## config.mk

```make
export PLATFORM = sky130hd
export DESIGN_NAME = spi_reg_bridge
export DESIGN_NICKNAME = d
export VERILOG_FILES = /design/src/rtl/kt_spi_pkg.sv /design/src/rtl/cs_sync.sv /design/src/rtl/spi_reg_bridge.sv
export SDC_FILE = /design/constraint.sdc
export NUM_CORES = 1
export LEC_CHECK = 0
export ABC_AREA = 1
export BUFFER_PORTS_ARGS = -buffer_cell sky130_fd_sc_hd__buf_2
export CAP_MARGIN = 20
export CORE_ASPECT_RATIO = 0.5
export CORE_MARGIN = 1
export CORE_UTILIZATION = 51
export CTS_CLUSTER_DIAMETER = 150
export DETAILED_ROUTE_END_ITERATION = 10
export GPL_TIMING_DRIVEN = 0
export PLACE_DENSITY = 0.78
export SLEW_MARGIN = 20
export SYNTH_ARGS = -nofsm -noshare
export SYNTH_HDL_FRONTEND = slang
export SYNTH_SLANG_ARGS = --single-unit
```

## constraint.sdc

```tcl
create_clock -name clk_in -period 1.85 [get_ports clk_in]
set_input_delay 0.185 -clock clk_in [delete_from_list [all_inputs] [get_ports clk_in]]
set_output_delay 0.185 -clock clk_in [all_outputs]
set_load 0.005 [all_outputs]
```

## src/rtl/kt_spi_pkg.sv

```systemverilog
// Shared SPI definitions: default word length, command field helpers
// and the register-bridge FSM state encoding.
package kt_spi_pkg;

  localparam int SPI_WORDLEN_DEF = 8;

  function automatic int cmd_rw_bit(input int wordlen);
    return wordlen - 1;
  endfunction

  function automatic int cmd_addr_w(input int wordlen);
    return wordlen - 1;
  endfunction

  typedef enum logic [1:0] {
    S_IDLE,
    S_CMD,
    S_WRITE,
    S_READ
  } bridge_state_t;

endpackage

```

## src/rtl/cs_sync.sv

```systemverilog
// Chip-select synchronizer: 2-flop sync, CSPOL decode, edge pulses.
// Ports: clk_in, reset_n, cs_raw in; cs_act, cs_rise, cs_fall out.
module cs_sync #(
  parameter logic CSPOL = 1'b0
) (
  input  logic clk_in,
  input  logic reset_n,
  input  logic cs_raw,
  output logic cs_act,
  output logic cs_rise,
  output logic cs_fall
);

  logic       s1;
  logic       s2;
  logic       cs_d;
  logic [1:0] settle;
  logic       ready;

  assign cs_act = (s2 == CSPOL);
  // Edges are only trusted once the sync chain and cs_d hold real
  // samples, so a frame already open at reset release is not a rise.
  assign ready   = (settle == 2'd3);
  assign cs_rise = ready & cs_act & ~cs_d;
  assign cs_fall = ready & ~cs_act & cs_d;

  always_ff @(posedge clk_in or negedge reset_n) begin
    if (!reset_n) begin
      s1     <= ~CSPOL;
      s2     <= ~CSPOL;
      cs_d   <= 1'b0;
      settle <= 2'd0;
    end else begin
      s1   <= cs_raw;
      s2   <= s1;
      cs_d <= cs_act;
      if (!ready) settle <= settle + 2'd1;
    end
  end

endmodule

```

## src/rtl/spi_reg_bridge.sv

```systemverilog
// SPI word stream to register bus bridge with auto-increment bursts.
// Ports: clk_in, reset_n, spi_nCS, rx_word/rx_valid in; tx_word,
// reg_addr/wdata/wr_en/rd_en out, reg_rdata in; frame_active, addr_err.
module spi_reg_bridge
  import kt_spi_pkg::*;
#(
  parameter int   SPI_WORDLEN = SPI_WORDLEN_DEF,
  parameter int   NUM_REGS    = 16,
  parameter logic CSPOL       = 1'b0
) (
  input  logic                   clk_in,
  input  logic                   reset_n,
  input  logic                   spi_nCS,
  input  logic [SPI_WORDLEN-1:0] rx_word,
  input  logic                   rx_valid,
  output logic [SPI_WORDLEN-1:0] tx_word,
  output logic [SPI_WORDLEN-2:0] reg_addr,
  output logic [SPI_WORDLEN-1:0] reg_wdata,
  output logic                   reg_wr_en,
  output logic                   reg_rd_en,
  input  logic [SPI_WORDLEN-1:0] reg_rdata,
  output logic                   frame_active,
  output logic                   addr_err
);

  localparam int AW = cmd_addr_w(SPI_WORDLEN);
  localparam int RW = cmd_rw_bit(SPI_WORDLEN);

  bridge_state_t state, state_d;

  logic                   cs_act;
  logic                   cs_rise;
  logic                   cs_fall;
  logic                   rd_pend, rd_pend_d;
  logic [AW-1:0]          addr_d;
  logic [AW-1:0]          addr_inc;
  logic [SPI_WORDLEN-1:0] wdata_d;
  logic [SPI_WORDLEN-1:0] tx_d;
  logic                   wr_d;
  logic                   rd_d;
  logic                   err_d;
  logic                   in_range;

  cs_sync #(.CSPOL(CSPOL)) u_cs_sync (
    .clk_in  (clk_in),
    .reset_n (reset_n),
    .cs_raw  (spi_nCS),
    .cs_act  (cs_act),
    .cs_rise (cs_rise),
    .cs_fall (cs_fall)
  );

  assign in_range = {1'b0, rx_word[AW-1:0]} < SPI_WORDLEN'(NUM_REGS);
  assign addr_inc = (reg_addr == AW'(NUM_REGS - 1)) ? '0
                  : reg_addr + AW'(1);

  always_comb begin
    state_d   = state;
    addr_d    = reg_addr;
    wdata_d   = reg_wdata;
    tx_d      = tx_word;
    err_d     = addr_err;
    wr_d      = 1'b0;
    rd_d      = 1'b0;
    rd_pend_d = reg_rd_en;
    // Read data lands one cycle after the strobe.
    if (rd_pend) tx_d = reg_rdata;
    // Write address advances after its strobe has been seen.
    if (reg_wr_en) addr_d = addr_inc;
    if (cs_fall) begin
      state_d   = S_IDLE;
      tx_d      = '0;
      rd_pend_d = 1'b0;
    end else begin
      unique case (state)
        S_IDLE: begin
          if (cs_rise) begin
            state_d = S_CMD;
            err_d   = 1'b0;
            tx_d    = '0;
          end
        end
        S_CMD: begin
          if (rx_valid) begin
            addr_d = rx_word[AW-1:0];
            err_d  = ~in_range;
            if (rx_word[RW]) begin
              state_d = S_READ;
              rd_d    = in_range;
            end else begin
              state_d = S_WRITE;
            end
          end
        end
        S_WRITE: begin
          if (rx_valid && !addr_err) begin
            wr_d    = 1'b1;
            wdata_d = rx_word;
          end
        end
        S_READ: begin
          if (rx_valid && !addr_err) begin
            addr_d = addr_inc;
            rd_d   = 1'b1;
          end
        end
        default: state_d = S_IDLE;
      endcase
    end
  end

  always_ff @(posedge clk_in or negedge reset_n) begin
    if (!reset_n) begin
      state        <= S_IDLE;
      reg_addr     <= '0;
      reg_wdata    <= '0;
      reg_wr_en    <= 1'b0;
      reg_rd_en    <= 1'b0;
      tx_word      <= '0;
      addr_err     <= 1'b0;
      rd_pend      <= 1'b0;
      frame_active <= 1'b0;
    end else begin
      state        <= state_d;
      reg_addr     <= addr_d;
      reg_wdata    <= wdata_d;
      reg_wr_en    <= wr_d;
      reg_rd_en    <= rd_d;
      tx_word      <= tx_d;
      addr_err     <= err_d;
      rd_pend      <= rd_pend_d;
      frame_active <= cs_act;
    end
  end

endmodule

```

* After elaboration in Yosys (flattened, before gate mapping) *
Index checks and enable logic that the tools add are counted.

operators by class
  $add $sub $neg = 2
  order comparisons = 1
  equal/unequal tests = 9
  multiplexer cells = 26
  bitwise gates (word level) = 8
  reduce and logical (&&, ||, !) cells = 8

operators with widths
  kind                 count
  $mux 7               5
  $mux 8               4
  $pmux 7 s2           1
  $mux 1               10
  $add 7x1->7 const B  1
  $eq 7x4->1 const B   1
  $lt 7x5->1 const B   1
  $eq 2x2->1 const B   3
  $mux 2               3
  $ne 3x3->1 const B   2
  $reduce_and 3->1     2
  $and 1x1->1          4
  $ne 2x2->1 const B   2
  $not 1->1            4
  $pmux 1 s2           2
  $pmux 2 s2           1
  $reduce_and 4->1     1
  $reduce_bool 3->1    1
  $add 2x1->2 const B  1
  $eq 2x1->1 const B   1
  $logic_not 2->1      1
  $reduce_bool 2->1    1
  $logic_and 1x1->1    1
  $logic_not 1->1      1

word-level totals
  register bits = 34
  bits of input ports = 20
  output and inout bits = 27
  logic and storage cells = 66

* Longest topological paths before layout *
  depth in word-level cells = 6
  gate-level depth with buffers = 10
  gate-level depth less buffers = 10

* Hierarchy *
From an unflattened synthesis, not the netlist that was laid out.

second synthesis, totals
  cells, all modules = 231
  area, all modules = 1786.7 µm²

modules (own cells, without submodules)
  module          times used  cells an instance  area each (µm²)  sequential area each (µm²)
  spi_reg_bridge  1           212                1597.8           750.7
  cs_sync         1           19                 188.9            127.6

* Worst setup path after synthesis *
OpenSTA, ideal clock, no wires.

  path kind = reg-to-reg
  start point = register u_cs_sync.settle[0]
  end point = register reg_addr[5]
  setup time = 116 ps
  data arrival time = 1219 ps
  required time = 1734 ps
  path slack = 515 ps
  cell stages (with the launch flop) = 8
  path buffers = 0
  clock period less this slack = 1335 ps
  path through = dfrtp_1 ha_1 nand3_1 nand2_1 a21oi_1 nand3_1 nand2_1 nand2_1

between the ends
  word-level cells in the longest chain between the ends = 4

ends and longest elaborated chain
  item                       line                   source
  start, declared            cs_sync.sv:17          logic [1:0] settle;
  start signal, assigned     cs_sync.sv:37          if (!ready) settle <= settle + 2'd1;
  $eq 2x2->1                 cs_sync.sv:23          assign ready = (settle == 2'd3);
  $and 1x1->1 (2 in series)  cs_sync.sv:25          assign cs_fall = ready & ~cs_act & cs_d;
  $mux 7                     spi_reg_bridge.sv:70   if (cs_fall) begin
  named net addr_d[5]        spi_reg_bridge.sv:35   logic [AW-1:0] addr_d;
  end signal, assigned       spi_reg_bridge.sv:125  reg_addr <= addr_d;
  end, declared              spi_reg_bridge.sv:17   output logic [SPI_WORDLEN-2:0] reg_addr,

The timed path passes the listed nets, and every way through them passes these cells.
A chain may end at the register's enable or synchronous reset.

* Worst setup path in the final report *
Same ends and word-level chain as after synthesis.

==> metrics.cfg <==
[final_layout]
drive_above_1_share_pct = 26.3
n_antenna_cell = 0
area_growth_syn_to_layout_pct = 25.7
final_core_util_pct = 69.4
final_nets = 283

[logic_synthesis]
synth.avg_cell_area_um2 = 8.26
synth_nets = 228
synth_top_family_by_area = simple AND/OR/NAND/NOR gates
synth_cell_types = 27
synth_top_flop_cell = dfrtp_1
synth-seq-area-share_pct = 50.1
ys_warn_count = 0
synth-edff-count = 0
synth_area_um2 = 1700
synth-compound-area-share_pct = 8.24
synth_area_leader_cell = dfrtp_1
ys_ff_latch = 34
syn_inst = 206
synth_top_area_share_pct = 47.1
synth-adder-area-share_pct = 1.47
synthMuxAreaShare_pct = 5.37
ys_top_cells_by_area = dfrtp_1, nand2_1, nand3_1, inv_1, mux2i_1
synthSimpleGateAreaFrac_pct = 26.4
synth_xor_area_share_pct = 1.54
synthArstFlopShare_pct = 100

[pwr]
pwr_density_cell_nw_per_um2 = 1390
power.total_w = 0.00297
leakage_nw = 1.15
vdd_drop_max_mv = 0.817

[timing]
fin_skew_ns = 0.00608
worst_pin_slew_ns = 0.767
rsz0062_at_grt = false
whs_ns = 0.105
fin_crit_ns = 1.70
relSlewSlack_pct = 48.9
fmax_ghz = 0.588
setup_ws_ns = 0.149
setup_tns_ns = 0
setup_violations = 0
finalCritPeriodShare_pct = 92.0
drv_slew = 0
hold_viol = 0

[route]
route.detailed.drc = 0
dr.pass1.iters = 4
vias_per_cell = 5.22
final_antenna_net_count = 0
wirelength_um = 3840
wire_per_inst_um = 12.7
vias = 1575
dr.first_iter.drc_count = 72

[cts]
cts_tree = built
clock-sinks = 34
clk_pin_slew_ns = 0.08
htreeDepth = 2
cts_made_buffers = 5
cts-root-buf = clkbuf_8
insertion_delay_ns = 0.29
cts_setup_buffers = 0
clockBufferDepth = 2

[die]
start_util_pct = 55.2
die_w_um = 83.7
die_h_um = 42.8
dieArea_um2 = 3590
rows = 14
core_um2 = 3080
ios = 47

[placement]
place_congestion = 0.904
place_ws_ns = 0.198
port_buffers = 46
hpwlAfterDp_um = 2810

[worst_setup_path]
cp-end-kind = register
arrival_ns = 1.89
crit_fanout = 8
critPathRequiredTime_ns = 2.04
start_kind = register
worstSetupPathType = reg -> reg

[grt]
gr-total-overflow = 0
antenna_found_initial = 0
grtUsageTotal_pct = 22.7
grt_pass1_vias = 1383
grt_max_degree = 35
grt_pass1_wl_um = 6150

[worst_hold_path]
hold_class = in -> reg

[status]
status = complete, no violations

[job]
cap_violations = 0

report_power, final:
part	total (W)	switching, W	internal, W
registers	0.00112	0.000165	0.000953
logic	0.00102	0.000615	0.000410
clock network	0.000831	0.000292	0.000540
sequential cells by signal (all words and copies together) (netlist names):
| name | flops |
|---|---|
| addr_err | 1 |
| reg_addr | 7 |
| state | 2 |
| u_cs_sync.cs_d | 1 |
| reg_wr_en | 1 |
| tx_word | 8 |
| u_cs_sync.s1 | 1 |
| rd_pend | 1 |
| reg_rd_en | 1 |
| u_cs_sync.s2 | 1 |
| u_cs_sync.settle | 2 |
| reg_wdata | 8 |
Yosys cell counts (2+ instances only):
| cell | number |
|---|---|
| xnor2_1 | 2 |
| nor3_1 | 2 |
| nand2_2 | 3 |
| nand3_1 | 23 |
| nand2_1 | 55 |
| buf_2 | 3 |
| o21ai_0 | 13 |
| dfrtp_1 | 32 |
| nor2_1 | 15 |
| inv_1 | 23 |
| inv_2 | 2 |
| mux2i_1 | 8 |
| nand4_1 | 2 |
| ha_1 | 2 |
| a21oi_1 | 5 |
| o22ai_1 | 4 |
| dfstp_2 | 2 |
metal layers:
layer / wire length, um / global-route usage (%)
met2: 1650 / 33.5
met4: 42 / 8.81
met5: 0 / 0
met3: 281 / 7.20
met1: 1860 / 31.6
per-stage QoR:
stage,instances,area (um^2)
floorplan,206,1700
global placement,292,1980
detailed placement,292,1980
CTS,302,2140
global route,302,2140
finish,302,2140
logic make-up after synthesis:
group / Yosys count
and+or+nand+nor: 103
DFF: 34
AOI/OAI and AO/OA: 25
xor gates and xnor gates: 3
buffers and inverters: 30
muxes: 9
adders and majority gates: 2
final timing paths:
check	startpoint	to	slack, ns	cells past startpoint
min in group asynchronous	reset_n	reg_wdata[2]$_DFFE_PN0P_	0.53	2
max	u_cs_sync.settle[0]$_DFFE_PN0P_	reg_addr[5]$_DFF_PN0_	0.15	7
max in group asynchronous	reset_n	tx_word[5]$_DFF_PN0_	0.83	2
min	rx_word[3]	reg_wdata[3]$_DFFE_PN0P_	0.10	3
max reg2reg	u_cs_sync.settle[0]$_DFFE_PN0P_	reg_addr[5]$_DFF_PN0_	0.15	7
min reg2reg	u_cs_sync.s1$_DFF_PN1_	u_cs_sync.s2$_DFF_PN1_	0.36	0
cell type report:
cell class	instances	area, um^2
well taps	40	50.0
clock inverters	3	68.8
clock buffers	5	68.8
repair buffers	48	250
plain buffers	4	18.8
flip-flops and latches	34	853
multi-input cells	142	732
inverters	26	97.6
fillers	273	943
critical path: stages (launching register included):
cell	delay, ns
dfrtp_1	0.40
ha_1	0.26
nand3_1	0.16
nand2_1	0.22
a21oi_1	0.31
nand3_1	0.13
nand2_1	0.07
nand2_1	0.04
placed cells by master, fill, tap and decap left out, drive strengths merged:
master	Yosys	routed
a21oi	5	5
buf	3	49
bufinv	0	2
clkbuf	1	6
clkinv	1	2
dfrtp	32	32
dfstp	2	2
dlygate4sd3	0	2
ha	2	2
inv	25	25
mux2	1	1
mux2i	8	8
nand2	58	58
nand3	23	23
nand4	3	3
nor2	17	17
nor3	2	2
o21ai	14	14
o21bai	1	1
o22ai	4	4
o31ai	1	1
xnor2	2	2
xor2	1	1
repair_timing:
item | in CTS | in global routing
resized for setup | 0 | 0
endpoints found under the hold margin | 33 | 0
hold buffers | 2 | 0
Note: power is estimated with default switching activity, not from simulation.
